File: config.mk
export PLATFORM = sky130hd
export DESIGN_NAME = demux14_serializer
export DESIGN_NICKNAME = d
export VERILOG_FILES = /design/src/rtl/demux_pkg.sv /design/src/rtl/demux14_serializer_sat_counter.sv /design/src/rtl/demux14_serializer.sv
export SDC_FILE = /design/constraint.sdc
export NUM_CORES = 1
export LEC_CHECK = 0
export ABC_AREA = 0
export CORE_AREA = 3 3 99 54
export CTS_CLUSTER_SIZE = 20
export DETAILED_ROUTE_END_ITERATION = 12
export DIE_AREA = 0 0 102 57
export PLACE_DENSITY = 0.59
export SLEW_MARGIN = 30
export SYNTH_ARGS = -nofsm -noshare
export SYNTH_HDL_FRONTEND = slang
export SYNTH_SLANG_ARGS = --single-unit
export TNS_END_PERCENT = 50
File: constraint.sdc
create_clock -name clk -period 2.3 [get_ports clk]
set_input_delay 0.46 -clock clk [delete_from_list [all_inputs] [get_ports clk]]
set_output_delay 0.46 -clock clk [all_outputs]
set_load 0.05 [all_outputs]
File: src/rtl/demux_pkg.sv
// ============================================================================
// Module : demux_pkg
// Brief  : Shared types and constants for the 1:4 demux serializer.
// Rev    : 1.0
// ============================================================================
`default_nettype none

package demux_pkg;

    localparam int CHAN_W   = 2;
    localparam int NUM_CHAN = 4;
    localparam int DROP_W   = 8;
    localparam int CNT_W    = 4;

    typedef enum logic [1:0] {
        ST_IDLE  = 2'd0,
        ST_SHIFT = 2'd1,
        ST_GAP   = 2'd2
    } state_e;

endpackage

`default_nettype wire

File: src/rtl/demux14_serializer_sat_counter.sv
// ============================================================================
// Module : sat_counter
// Brief  : Up-counter that sticks at all-ones; synchronous active-low clear.
// Rev    : 1.0
// ============================================================================
`default_nettype none

module sat_counter #(
    parameter int W = 8
) (
    input  logic         clk,
    input  logic         rst_n,
    input  logic         en,
    output logic [W-1:0] count
);

    logic [W-1:0] r_count;

    always_ff @(posedge clk) begin
        if (!rst_n) begin
            r_count <= '0;
        end else if (en && (r_count != '1)) begin
            r_count <= r_count + W'(1);
        end
    end

    assign count = r_count;

endmodule

`default_nettype wire

File: src/rtl/demux14_serializer.sv
// ============================================================================
// Module : demux14_serializer
// Brief  : Serialises channel-tagged words LSB-first onto demux sel/din lines.
// Rev    : 1.0
// ============================================================================
`default_nettype none

module demux14_serializer
    import demux_pkg::*;
#(
    parameter int WIDTH = 8,
    parameter int GAP   = 1
) (
    input  logic                 clk,
    input  logic                 rst_n,
    input  logic                 in_valid,
    output logic                 in_ready,
    input  logic [CHAN_W-1:0]    in_chan,
    input  logic [WIDTH-1:0]     in_data,
    input  logic [NUM_CHAN-1:0]  ch_en,
    output logic [CHAN_W-1:0]    sel,
    output logic                 dout,
    output logic                 dout_valid,
    output logic                 frame_start,
    output logic                 frame_end,
    output logic [DROP_W-1:0]    drop_cnt
);

    localparam logic [CNT_W-1:0] c_width_last = CNT_W'(WIDTH - 1);
    localparam logic [CNT_W-1:0] c_gap_last   = CNT_W'((GAP > 0) ? (GAP - 1) : 0);

    state_e              r_state;
    logic [WIDTH-1:0]    r_shift;
    logic [CNT_W-1:0]    r_cnt;
    logic [CHAN_W-1:0]   r_sel;

    logic w_idle;
    logic w_take;
    logic w_accept;
    logic w_drop;

    assign w_idle   = (r_state == ST_IDLE);
    assign w_take   = w_idle & in_valid;
    assign w_accept = w_take & ch_en[in_chan];
    assign w_drop   = w_take & ~ch_en[in_chan];

    // r_cnt is shared: it indexes the payload bit in SHIFT and the idle slot in GAP.
    always_ff @(posedge clk) begin
        if (!rst_n) begin
            r_state <= ST_IDLE;
            r_shift <= '0;
            r_cnt   <= '0;
            r_sel   <= '0;
        end else begin
            case (r_state)
                ST_IDLE: begin
                    if (w_accept) begin
                        r_shift <= in_data;
                        r_sel   <= in_chan;
                        r_cnt   <= '0;
                        r_state <= ST_SHIFT;
                    end
                end
                ST_SHIFT: begin
                    r_shift <= r_shift >> 1;
                    if (r_cnt == c_width_last) begin
                        r_cnt   <= '0;
                        r_state <= (GAP > 0) ? ST_GAP : ST_IDLE;
                    end else begin
                        r_cnt <= r_cnt + CNT_W'(1);
                    end
                end
                ST_GAP: begin
                    if (r_cnt == c_gap_last) begin
                        r_cnt   <= '0;
                        r_state <= ST_IDLE;
                    end else begin
                        r_cnt <= r_cnt + CNT_W'(1);
                    end
                end
                default: begin
                    r_state <= ST_IDLE;
                    r_cnt   <= '0;
                end
            endcase
        end
    end

    sat_counter #(
        .W (DROP_W)
    ) u_drop_cnt (
        .clk   (clk),
        .rst_n (rst_n),
        .en    (w_drop),
        .count (drop_cnt)
    );

    // Outputs decode registered state only, so dout is low outside a frame.
    assign in_ready    = w_idle;
    assign dout_valid  = (r_state == ST_SHIFT);
    assign dout        = dout_valid & r_shift[0];
    assign frame_start = dout_valid & (r_cnt == '0);
    assign frame_end   = dout_valid & (r_cnt == c_width_last);
    assign sel         = r_sel;

endmodule

`default_nettype wire
==> metrics <==
status completed; hpwl dp roughly 2200 um; first-pass GRT wire length approximately 5300 um; clock latency on the worst-skew pair between 200 and 300 ps; Worst R2R Start r_state[1]; Crit path required time 2500 ps; per-cell routed wire length 12.65 um; Pre-Repair DR Iteration Count 4; initial DRC count 47; Die ar. around 5800 um2; Yosys cell types 37; Max Clk Rate between 400 and 500 MHz; worst-path fanout max 10; Max-Cap Viols 0; Overall Global Routing Usage between 10% and 20%; Worst-Margin Slew 526.5 ps; Post-CTS Hold Buffers 0; Tightest Hold Check Type reg -> reg; Crit. End Element flip-flop; Final Setup Violations 0; Synthesis Warnings 0; antenna violations before repair 0; Final Hold Slack between 400 and 500 ps; core area roughly 4400 um2; max-slew violation count 0; Max rail drop VDD roughly 0.0003 V; met2 Use GR 19.76%; vias in the first global route approximately 1200; final hold violation count 0; Post-Synthesis Cells about 150; Remaining Overflow, GRT 0; Ports 32; die height approximately 57 um; RSZ-0062 raised after global routing false; synthesized area 1329 um2; Setup Skew ~3.3 ps; Root Buffer Master clkbuf_8; num rows 17; Vias around 1200; synthesized flop and latch total 24; CTS Sinks 24; post-route non-filler standard cell count between 200 and 250; Starting Density between 30% and 40%; GRT met1 Usage 13.74%; Hold Startpoint r_shift[7]; register area share after synthesis between 30 and 40%; Syn Nets 169; Syn Area/Cell ~9.2 um2; Pleak between 0.7 and 0.8 nW; crit path launch type input pin; dpl cells roughly 230; share of post-route cells with drive strength above 1 ~13%; Clock H-tree levels 1; final worst-path cycle share a little over nine tenths; RePlAce Congestion 0.7849; total power 1.733 mW; vias per cell between 4 and 5; Top Usage Layer GRT met2; Relative slew margins 64.79%; met3 GRT Util 2.930%; antenna cells 0; # nets final around 210; clock buffer count from CTS 3; CTS Buffer Depth 2; final wirelength ~3000 um; Resized Gates After CTS 0; Worst Setup SP in_chan[0]; area grow syn2layout 36.35%; Period minus WS final ~2200 ps; Post-DRT Antenna Nets 0; CTS tree yes; Die Wd ~100 um; input/output buffers 31; critical path type in -> reg; worst reg-to-reg setup slack 400 ps; largest net degree at the start of global routing 29; CTS clk-pin slew, worst paths about 80 ps; pwr/cell area 956.7 nW/um2; Worst Path Arrival between 2000 and 2500 ps; DR DRC count 0; setup bufs post-CTS 0
cells by family (layout without fill, tap and decap cells):
| kind of cell | Yosys count | in the layout | synth area share [%] |
|---|---|---|---|
| buffers and inverters | 13 | 47 | 4.237 |
| muxes | 15 | 15 | 12.24 |
| AOI/OAI and AO/OA | 32 | 32 | 18.93 |
| DFF | 24 | 24 | 36.16 |
| adders and majority gates | 7 | 7 | 6.591 |
| and+or+nand+nor | 53 | 53 | 21.19 |
| xor gates and xnor gates | 1 | 1 | 0.6593 |
metal layers:
layer / vias to the layer above / routed length (um)
met5: - / 0
met3: 4 / 74
li1: 593 / -
met2: 17 / 1494
met4: 0 / 43
met1: 556 / 1373
synthesized netlist by cell type:
master / number / area (um2)
xnor2_1: 1 / 8.760
and4_1: 1 / 8.760
clkbuf_1: 5 / 18.77
buf_6: 1 / 11.26
dfxtp_1: 24 / 480.5
nand2b_1: 2 / 12.51
a31o_2: 1 / 8.760
nand4_1: 1 / 6.260
nand3b_1: 1 / 7.510
o211a_1: 9 / 90.09
nand3_1: 5 / 25.02
o221ai_1: 1 / 8.760
and3_1: 4 / 25.02
nand2_1: 20 / 75.07
o22ai_1: 1 / 6.260
o211ai_1: 1 / 7.510
nand2b_2: 1 / 8.760
and2_1: 2 / 12.51
a211o_1: 1 / 8.760
nor2_1: 4 / 15.01
nor4b_1: 1 / 8.760
o21a_1: 2 / 15.01
or4_1: 2 / 15.01
o221a_2: 1 / 11.26
nor2b_1: 4 / 25.02
or3_1: 3 / 18.77
nand4b_1: 2 / 17.52
buf_1: 1 / 3.750
a21boi_1: 4 / 30.03
inv_1: 6 / 22.52
a21oi_1: 2 / 10.01
mux2i_1: 14 / 140.1
o31ai_1: 3 / 22.52
ha_1: 7 / 87.58
mux4_2: 1 / 22.52
a21boi_0: 1 / 7.510
o21ai_0: 5 / 25.02
state kept, by name (all words and copies together) (netlist names):
signal,count
u_drop_cnt.count,8
sel,2
r_state,2
r_shift,8
r_cnt,4
path summary, 6_finish.rpt:
check                         to  cells after the start
max          u_drop_cnt.count[5]                      5
min                   r_shift[7]                      2
max reg2reg  u_drop_cnt.count[5]                      6
min reg2reg           r_shift[7]                      2
where the power goes:
part	total, mW	internal, mW	switching (mW)
clock	0.245	0.117	0.128
combinational	0.942	0.401	0.541
sequential	0.546	0.497	0.0492
total	1.73	1.01	0.718
worst max-delay path: stages:
cell             delay [ps]
clkdlybuf4s50_1         500
mux4_2                  550
a211o_4                 330
or4_1                   410
a21boi_1                150
cell usage in the layout, fill, tap and decap left out, types with 3 or more instances in the layout:
master / Yosys / routed
clkdlybuf4s50_1: 0 / 26
ha_1: 7 / 6
o21ai_0: 5 / 5
dfxtp_1: 24 / 24
buf_4: 0 / 9
nand3_1: 5 / 5
a21boi_1: 4 / 4
clkbuf_8: 0 / 3
o211a_1: 9 / 9
mux2i_1: 14 / 14
inv_1: 6 / 6
buf_12: 0 / 3
or3_1: 3 / 3
o31ai_1: 3 / 3
nor2b_1: 4 / 4
nand2_1: 20 / 20
and3_1: 4 / 4
through the flow:
stage	utilization, %	setup slack (ps)	setup TNS (ps)	cell area (um2)
2_1_floorplan	-	43.19	0	1336
3_3_place_gp	39.82	-204.8	-992.9	1762
3_5_place_dp	39.82	-264.2	-1457	1762
4_1_cts	40.75	14.77	0	1803
5_1_grt	40.95	35.61	0	1812
6_report	40.95	89.97	0	1812
area by class of cell:
cell class,instances,area [um2]
tap,57,71.32
inverter,6,22.52
multi-input combinational,108,808.3
sequential,24,480.5
clock buffer,3,41.29
fill,450,2613
timing repair buffer,38,387.9
(Power assumes the default switching activity.)
